<file path="src/rtl/mem_arb_pkg.sv">
// mem_arb_pkg: shared types and constants for the unified memory port arbiter.
package mem_arb_pkg;
    typedef enum logic [2:0] {IDLE, BUSY_IF, BUSY_LS, RESP_IF, RESP_LS} state_t;
    localparam logic GRANT_IF = 1'b0;
    localparam logic GRANT_LS = 1'b1;
    localparam logic [31:0] TIMEOUT_RDATA = 32'h0;
endpackage

</file>
<file path="src/rtl/mem_port_arb_if.sv">
// mem_port_arb_if: fetch, load/store and memory handshake bundle around the arbiter.
interface mem_port_arb_if #(
    parameter int AW = 10,
    parameter int DW = 32
);
    logic          if_req, if_ack;
    logic [AW-1:0] if_addr;
    logic [DW-1:0] if_rdata;
    logic          ls_req, ls_we, ls_ack;
    logic [AW-1:0] ls_addr;
    logic [DW-1:0] ls_wdata, ls_rdata;
    logic          mem_req, mem_we, mem_ack;
    logic [AW-1:0] mem_addr;
    logic [DW-1:0] mem_wdata, mem_rdata;

    modport slave (
        input  if_req, if_addr, ls_req, ls_we, ls_addr, ls_wdata, mem_rdata, mem_ack,
        output if_ack, if_rdata, ls_ack, ls_rdata, mem_req, mem_we, mem_addr, mem_wdata
    );
    modport master (
        output if_req, if_addr, ls_req, ls_we, ls_addr, ls_wdata, mem_rdata, mem_ack,
        input  if_ack, if_rdata, ls_ack, ls_rdata, mem_req, mem_we, mem_addr, mem_wdata
    );
endinterface

</file>
<file path="src/rtl/mem_port_arb_rr_arb2.sv">
// rr_arb2: two-way round-robin pick favouring the requester not served last.
module rr_arb2
    import mem_arb_pkg::*;
(
    input  logic req_if,
    input  logic req_ls,
    input  logic last_grant,
    output logic grant_valid,
    output logic grant
);
    always_comb begin
        grant_valid = req_if || req_ls;
        grant = (req_if && (!req_ls || last_grant == GRANT_LS)) ? GRANT_IF : GRANT_LS;
    end
endmodule

</file>
<file path="src/rtl/mem_port_arb.sv">
// mem_port_arb: shares one variable-latency memory between fetch and load/store
// with round-robin arbitration, a sticky timeout error and registered read data.
module mem_port_arb
    import mem_arb_pkg::*;
#(
    parameter int AW = 10,
    parameter int DW = 32,
    parameter int TIMEOUT = 15
) (
    input  logic          clk,
    input  logic          rst,
    mem_port_arb_if.slave bus,
    output logic          busy,
    output logic          err
);
    state_t        state;
    logic          last_grant, grant, grant_valid, done;
    logic [7:0]    cnt;
    logic [DW-1:0] rdata_next;

    rr_arb2 u_arb (
        .req_if(bus.if_req),
        .req_ls(bus.ls_req),
        .last_grant(last_grant),
        .grant_valid(grant_valid),
        .grant(grant)
    );

    assign busy = state != IDLE;
    assign done = bus.mem_ack || cnt == 8'(TIMEOUT - 1);
    assign rdata_next = bus.mem_ack ? bus.mem_rdata : DW'(TIMEOUT_RDATA);

    always_ff @(posedge clk or posedge rst) begin
        if (rst) begin
            state         <= IDLE;
            last_grant    <= GRANT_LS;
            cnt           <= '0;
            err           <= 1'b0;
            bus.mem_req   <= 1'b0;
            bus.mem_we    <= 1'b0;
            bus.mem_addr  <= '0;
            bus.mem_wdata <= '0;
            bus.if_ack    <= 1'b0;
            bus.ls_ack    <= 1'b0;
            bus.if_rdata  <= '0;
            bus.ls_rdata  <= '0;
        end else begin
            bus.if_ack <= 1'b0;
            bus.ls_ack <= 1'b0;
            case (state)
                IDLE: if (grant_valid) begin
                    state         <= (grant == GRANT_IF) ? BUSY_IF : BUSY_LS;
                    last_grant    <= grant;
                    cnt           <= '0;
                    bus.mem_req   <= 1'b1;
                    bus.mem_addr  <= AW'((grant == GRANT_IF) ? bus.if_addr : bus.ls_addr);
                    bus.mem_we    <= (grant == GRANT_LS) && bus.ls_we;
                    bus.mem_wdata <= bus.ls_wdata;
                end
                BUSY_IF, BUSY_LS: if (done) begin
                    // a timeout completes like an ack but returns zero data and latches err
                    state       <= (state == BUSY_IF) ? RESP_IF : RESP_LS;
                    bus.mem_req <= 1'b0;
                    bus.if_ack  <= (state == BUSY_IF);
                    bus.ls_ack  <= (state == BUSY_LS);
                    err         <= err || !bus.mem_ack;
                    if (state == BUSY_IF) bus.if_rdata <= rdata_next;
                    else if (!bus.mem_we) bus.ls_rdata <= rdata_next;
                end else begin
                    cnt <= cnt + 8'd1;
                end
                default: state <= IDLE;
            endcase
        end
    end
endmodule

</file>
<file path="src/flat_wrapper.sv">
// flat-port wrapper written by rule: the top's interface ports become plain ports
module mem_port_arb_flat import mem_arb_pkg::*;
#(
    parameter int AW = 10,
    parameter int DW = 32,
    parameter int TIMEOUT = 15
)
  (clk, rst, busy, err, bus_if_req, bus_if_addr, bus_ls_req, bus_ls_we, bus_ls_addr, bus_ls_wdata, bus_mem_rdata, bus_mem_ack, bus_if_ack, bus_if_rdata, bus_ls_ack, bus_ls_rdata, bus_mem_req, bus_mem_we, bus_mem_addr, bus_mem_wdata);
  mem_port_arb_if #(.AW(AW), .DW(DW)) bus_i ();
  input  logic clk;
  input  logic rst;
  output logic busy;
  output logic err;
  input wire logic [$bits(bus_i.if_req)-1:0] bus_if_req;
  input wire logic [$bits(bus_i.if_addr)-1:0] bus_if_addr;
  input wire logic [$bits(bus_i.ls_req)-1:0] bus_ls_req;
  input wire logic [$bits(bus_i.ls_we)-1:0] bus_ls_we;
  input wire logic [$bits(bus_i.ls_addr)-1:0] bus_ls_addr;
  input wire logic [$bits(bus_i.ls_wdata)-1:0] bus_ls_wdata;
  input wire logic [$bits(bus_i.mem_rdata)-1:0] bus_mem_rdata;
  input wire logic [$bits(bus_i.mem_ack)-1:0] bus_mem_ack;
  output wire logic [$bits(bus_i.if_ack)-1:0] bus_if_ack;
  output wire logic [$bits(bus_i.if_rdata)-1:0] bus_if_rdata;
  output wire logic [$bits(bus_i.ls_ack)-1:0] bus_ls_ack;
  output wire logic [$bits(bus_i.ls_rdata)-1:0] bus_ls_rdata;
  output wire logic [$bits(bus_i.mem_req)-1:0] bus_mem_req;
  output wire logic [$bits(bus_i.mem_we)-1:0] bus_mem_we;
  output wire logic [$bits(bus_i.mem_addr)-1:0] bus_mem_addr;
  output wire logic [$bits(bus_i.mem_wdata)-1:0] bus_mem_wdata;
  assign bus_i.if_req = bus_if_req;
  assign bus_i.if_addr = bus_if_addr;
  assign bus_i.ls_req = bus_ls_req;
  assign bus_i.ls_we = bus_ls_we;
  assign bus_i.ls_addr = bus_ls_addr;
  assign bus_i.ls_wdata = bus_ls_wdata;
  assign bus_i.mem_rdata = bus_mem_rdata;
  assign bus_i.mem_ack = bus_mem_ack;
  assign bus_if_ack = bus_i.if_ack;
  assign bus_if_rdata = bus_i.if_rdata;
  assign bus_ls_ack = bus_i.ls_ack;
  assign bus_ls_rdata = bus_i.ls_rdata;
  assign bus_mem_req = bus_i.mem_req;
  assign bus_mem_we = bus_i.mem_we;
  assign bus_mem_addr = bus_i.mem_addr;
  assign bus_mem_wdata = bus_i.mem_wdata;
  mem_port_arb #(.AW(AW), .DW(DW), .TIMEOUT(TIMEOUT)) u_core (.clk(clk), .rst(rst), .bus(bus_i), .busy(busy), .err(err));
endmodule
</file>
<file path="config.mk">
export PLATFORM = sky130hd
export DESIGN_NAME = mem_port_arb_flat
export DESIGN_NICKNAME = d
export VERILOG_FILES = /design/src/rtl/mem_arb_pkg.sv /design/src/rtl/mem_port_arb_if.sv /design/src/rtl/mem_port_arb_rr_arb2.sv /design/src/rtl/mem_port_arb.sv /design/src/flat_wrapper.sv
export SDC_FILE = /design/constraint.sdc
export NUM_CORES = 1
export LEC_CHECK = 0
export CAP_MARGIN = 5
export CORE_MARGIN = 2
export CORE_UTILIZATION = 40
export CTS_BUF_LIST = sky130_fd_sc_hd__clkbuf_4 sky130_fd_sc_hd__clkbuf_8
export DETAILED_ROUTE_END_ITERATION = 10
export GPL_ROUTABILITY_DRIVEN = 0
export GPL_TIMING_DRIVEN = 1
export PLACE_DENSITY = 0.78
export SYNTH_ARGS = -nofsm -noshare
export SYNTH_HDL_FRONTEND = slang
export SYNTH_SLANG_ARGS = --single-unit
export TNS_END_PERCENT = 30
</file>
<file path="constraint.sdc">
create_clock -name clk -period 4.27 [get_ports clk]
set_input_delay 0.854 -clock clk [delete_from_list [all_inputs] [get_ports clk]]
set_output_delay 0.854 -clock clk [all_outputs]
set_load 0.05 [all_outputs]
</file>
* Word-level counts from Yosys, hierarchy flattened
Index checks and enable logic that the tools add are counted. W data, S select, Z words.
Cells by class: $add $sub $neg 1, equality and inequality tests 6, muxes and demuxes 18, reduce and logical (&&, ||, !) cells 19, bitwise operators 2
Operators by type and width (count):
- $mux W32 | 1
- $mux W8 | 2
- $pmux W8 S2 | 1
- $mux W10 | 1
- $mux W3 | 3
- $reduce_and A3 Y1 | 3
- $add A8 B1 Y8 const B | 1
- $eq A8 B4 Y1 const B | 1
- $mux W1 | 7
- $pmux W3 S2 | 1
- $reduce_and A2 Y1 | 3
- $logic_or A1 B1 Y1 | 4
- $ne A2 B1 Y1 const B | 2
- $reduce_and A4 Y1 | 1
- $eq A3 B1 Y1 const B | 1
- $eq A3 B2 Y1 const B | 1
- $logic_not A3 Y1 | 1
- $reduce_bool A3 Y1 | 1
- $logic_and A1 B1 Y1 | 2
- $logic_not A1 Y1 | 2
- $mux W2 | 1
- $ne A2 B2 Y1 const B | 1
- $not A1 Y1 | 2
- $pmux W1 S2 | 1
- other kinds (2) | 2
Storage, ports and cells: input port bits 90, logic and storage cells 58, bits in registers 123, output and inout bits 112

* Longest topological paths before layout
depth in word-level cells 6, depth in mapped cells 7, gate-level depth less buffers 6

* Cells and area by module
A second synthesis with hierarchy kept.
Second synthesis, totals: cells, all modules 421, area, all modules 4942.2 um2
By module, submodules not included:
- mem_port_arb | sequential area each 3079.2 um2, times used 1, area an instance 4927.2 um2, cells each 418
- rr_arb2 | sequential area each 0.0 um2, times used 1, area an instance 15.0 um2, cells each 3

* Worst setup path before layout
No wires, ideal clock.
path type register to register, start register u_core.state[0], end register u_core.bus.mem_wdata[0], clock period less this slack 2.113 ns, buffers on the path 2, arrival time 1.988 ns, stages on the path, launching flop included 6, library setup time 0.125 ns, required time 4.145 ns, path slack 2.157 ns, cells stage by stage dfrtp_1 > buf_2 > or3_1 > nor2_4 > buf_6 > mux2_2
Between the ends: longest elaborated chain between the ends 2
RTL lines:
- start: declaration | RTL line mem_port_arb.sv:16 | state_t state;
- start signal: assignment | RTL line mem_port_arb.sv:52 | state <= (grant == GRANT_IF) ? BUSY_IF : BUSY_LS;
- start signal: assignment | RTL line mem_port_arb.sv:62 | state <= (state == BUSY_IF) ? RESP_IF : RESP_LS;
- $logic_not A3 Y1 | RTL line mem_port_arb.sv:50 | case (state)
- $reduce_and A2 Y1 (no line)
- end signal: assignment | RTL line mem_port_arb.sv:58 | bus.mem_wdata <= bus.ls_wdata;
- end: declaration | RTL line mem_port_arb_if.sv:18 | output if_ack, if_rdata, ls_ack, ls_rdata, mem_req, mem_we, mem_addr, mem_wdata
Every way passes these cells. A chain may end at the register's enable or synchronous reset.

* Final worst setup path
start register u_core.state[2], end output busy
Between the ends: longest elaborated chain between the ends 1
RTL lines:
- $reduce_bool A3 Y1 | RTL line mem_port_arb.sv:29 | assign busy = state != IDLE;
- end: declaration | RTL line flat_wrapper.sv:12 | output logic busy;
Every way passes these cells.

==> impl_metrics.py <==
metrics = {
    "outcome": {
        "status": "finished, final reports clean",
    },
    "power": {
        "max-vdd-ir-drop_uv": 575,
        "finalPower_mw": 7.21,
        "powerDensity_nw_per_um2": 957,
        "p_leak_nw": 3.10,
    },
    "die": {
        "io_pins": 202,
        "rows": 40,
        "die_w_um": 116,
        "start_util_pct": 41.3,
        "dieArea_um2": 13400,
        "die_y_um": 116,
        "coreArea_um2": 12100,
    },
    "synth": {
        "ys_ff_latch": 123,
        "synth.area.top_cells": "dfrtp_1, a32o_1, mux2_2",
        "syn_avg_cell_area_um2": 14.1,
        "yosysTopAreaCell": "dfrtp_1",
        "synth_cells": 352,
        "synthMuxAreaShare_pct": 9.87,
        "synth_area_um2": 4980,
        "synth_top_family_by_area": "compound AO/OA/AOI/OAI gates",
        "synth-xor-area-share_pct": 0.176,
        "yosysUniqueCellTypes": 44,
        "async_reset_ff_share_pct": 100,
        "syn_nets": 444,
        "ys_warn_count": 0,
        "synth_fa_ha_area_share_pct": 0.503,
        "synth_compound_area_share_pct": 17.6,
        "synth_top_area_share_pct": 61.3,
        "synthSimpleGateAreaFrac_pct": 5.75,
        "synth_commonest_cells": "dfrtp_1, a32o_1, mux2_2",
        "synth_most_common_cell": "dfrtp_1",
        "synth_edf_count": 0,
        "ys_seq_area_share_pct": 61.8,
        "synth_top_flop_cell": "dfrtp_1",
    },
    "global_route": {
        "antenna_found_initial": 0,
        "grt_max_degree": 72,
        "track_usage_pct": 20.8,
        "grt_pass1_vias": 4210,
        "grt_pass1_wl_um": 21000,
        "grt_overflow": 0,
    },
    "sta": {
        "setup_tns_ns": 0,
        "hold_violations": 0,
        "fmax_ghz": 0.323,
        "slew_violations": 0,
        "slew_headroom_pct": 12.3,
        "min_period_ns": 3.09,
        "rsz0062_at_grt": "no",
        "fin_crit_sh_pct": 72.4,
        "worst_pin_slew_ns": 1.30,
        "worst_hold_slack_ns": 0.477,
        "setup_ws_ns": 1.18,
        "final-setup-viol-count": 0,
        "skew_ns": 0.00785,
    },
    "finish": {
        "syn_to_final_growth_pct": 51.3,
        "antenna_cells": 0,
        "drive_above_1_share_pct": 14.8,
        "fin_nets": 641,
    },
    "clocking": {
        "cts_root_buf": "clkbuf_8",
        "clkLatencyLatePin_ns": 0.44,
        "cts_tree": "built",
        "numCtsBuffers": 17,
        "path_clk_slew_ns": 0.06,
        "cts_hold_buf": 0,
        "clk_path_buf_depth": 2,
        "h-tree-depth": 4,
        "cts_sinks": 123,
        "cts_setup_buffers": 0,
        "cts_resized": 0,
    },
    "setup_path": {
        "cp_num_buf_inv": 1,
        "cp.required_ns": 3.42,
        "critPathTopFamily": "buffers and inverters",
        "cp_cell_sequence": "or3_1 -> clkdlybuf4s50_1",
        "cp-end-kind": "primary output",
        "slowest_stage": "clkdlybuf4s50_1",
        "startpoint_type": "flop",
        "critPathMaxStageDelay_ns": 0.84,
        "cp_data_arrival_time_ns": 2.24,
        "cp_max_fo": 13,
        "critPathKind": "reg -> out",
    },
    "route": {
        "vias": 3942,
        "drtAntennaViolNets": 0,
        "drc": 0,
        "routed_via_density": 5.40,
        "drt-initial-drc-count": 366,
        "drt_first_pass_iters": 4,
        "wirelength_um": 13300,
        "wire_per_inst_um": 18.2,
    },
    "run": {
        "maxCapViolCount": 0,
    },
    "placed_design": {
        "place.port_buffers": 201,
        "pre_cts_ws_ns": 1.41,
        "hpwl_um": 9060,
    },
    "worst_hold_path": {
        "hp-class": "reg -> reg",
    },
}
[worst register-to-register path, cell delays in order, from the launching register on]
cell	delay (ns)
dfrtp_1	0.57
or3_1	0.47
nor2_4	0.37
buf_4	0.49
mux2_2	0.43
[cells in the final DEF, fill, tap and decap left out, types with 2 or more instances in the layout]
cell type,count
nand3b_1,2
inv_1,7
o21a_1,2
or3_1,4
bufinv_16,4
o211ai_1,2
nor3b_2,2
mux2i_1,12
mux2_2,32
nand3_1,6
a32o_1,65
dfrtp_1,122
a211oi_1,2
a21oi_1,15
nor2_1,12
buf_4,5
o21ai_0,4
nand2_4,2
clkbuf_8,21
clkdlybuf4s50_1,200
clkinv_2,3
clkinvlp_4,4
ha_1,2
nand2_1,7
[path summary, 6_finish.rpt]
check                                start                       end  slack [ns]  cells past startpoint
max in group asynchronous              rst   u_core.bus.if_rdata[17]        2.50                      3
hold / removal               u_core.cnt[7]             u_core.cnt[7]        0.48                      1
setup reg to reg           u_core.state[2]  u_core.bus.mem_wdata[25]        1.84                      4
setup / recovery           u_core.state[2]                      busy        1.18                      2
hold reg to reg              u_core.cnt[7]             u_core.cnt[7]        0.48                      1
min in group asynchronous              rst  u_core.bus.mem_wdata[13]        0.95                      2
[state kept, by name (all words and copies together), names as in the netlist]
signal,count
u_core.bus.mem_addr,10
u_core.bus.if_rdata,32
u_core.bus.if_ack,1
u_core.bus.mem_we,1
u_core.bus.ls_rdata,32
u_core.bus.mem_req,1
u_core.state,3
u_core.bus.mem_wdata,32
u_core.bus.ls_ack,1
u_core.last_grant,1
u_core.err,1
u_core.cnt,8
[stage by stage]
stage	utilization (%)	cell area, um2	cells
after floorplan	-	4980	352
after global placement	58.7	7080	698
after detailed placement	58.7	7080	698
after CTS	62.5	7530	730
after global routing	62.5	7530	730
final	62.5	7530	730
[layout make-up]
type                    instances  area [um2]
multi-input cells             192        1690
clock inverters                11         165
fillers                       969        4530
well taps                     168         210
inverters                       8        32.5
flip-flops and latches        123        3080
clock buffers                  21         289
repair buffers                207        2060
[cells by family (layout without fill, tap and decap cells)]
| kind of cell | Yosys count | in the layout |
|---|---|---|
| flops | 123 | 123 |
| mux | 45 | 45 |
| buf+inv | 37 | 247 |
| simple gates | 45 | 45 |
| compound gates | 99 | 99 |
| xor+xnor | 1 | 1 |
| fa+ha+maj | 2 | 2 |
[report_power, final]
group          total, mW  switching [mW]  internal (mW)
combinational       4.03            2.58           1.46
clock               1.15           0.452          0.695
sequential          2.03           0.335           1.69
total               7.21            3.36           3.84
[per-layer routing]
layer / vias up / part of all wire, % / track usage (%) / routed length, um
met5: - / 0 / 0 / 0
met4: 0 / 2.0 / 10.3 / 262
met3: 24 / 8.5 / 8.11 / 1130
met2: 167 / 50 / 34.0 / 6630
met1: 1996 / 39 / 24.0 / 5230
li1: 1755 / - / - / -
Note: power is estimated with default switching activity, not from simulation.
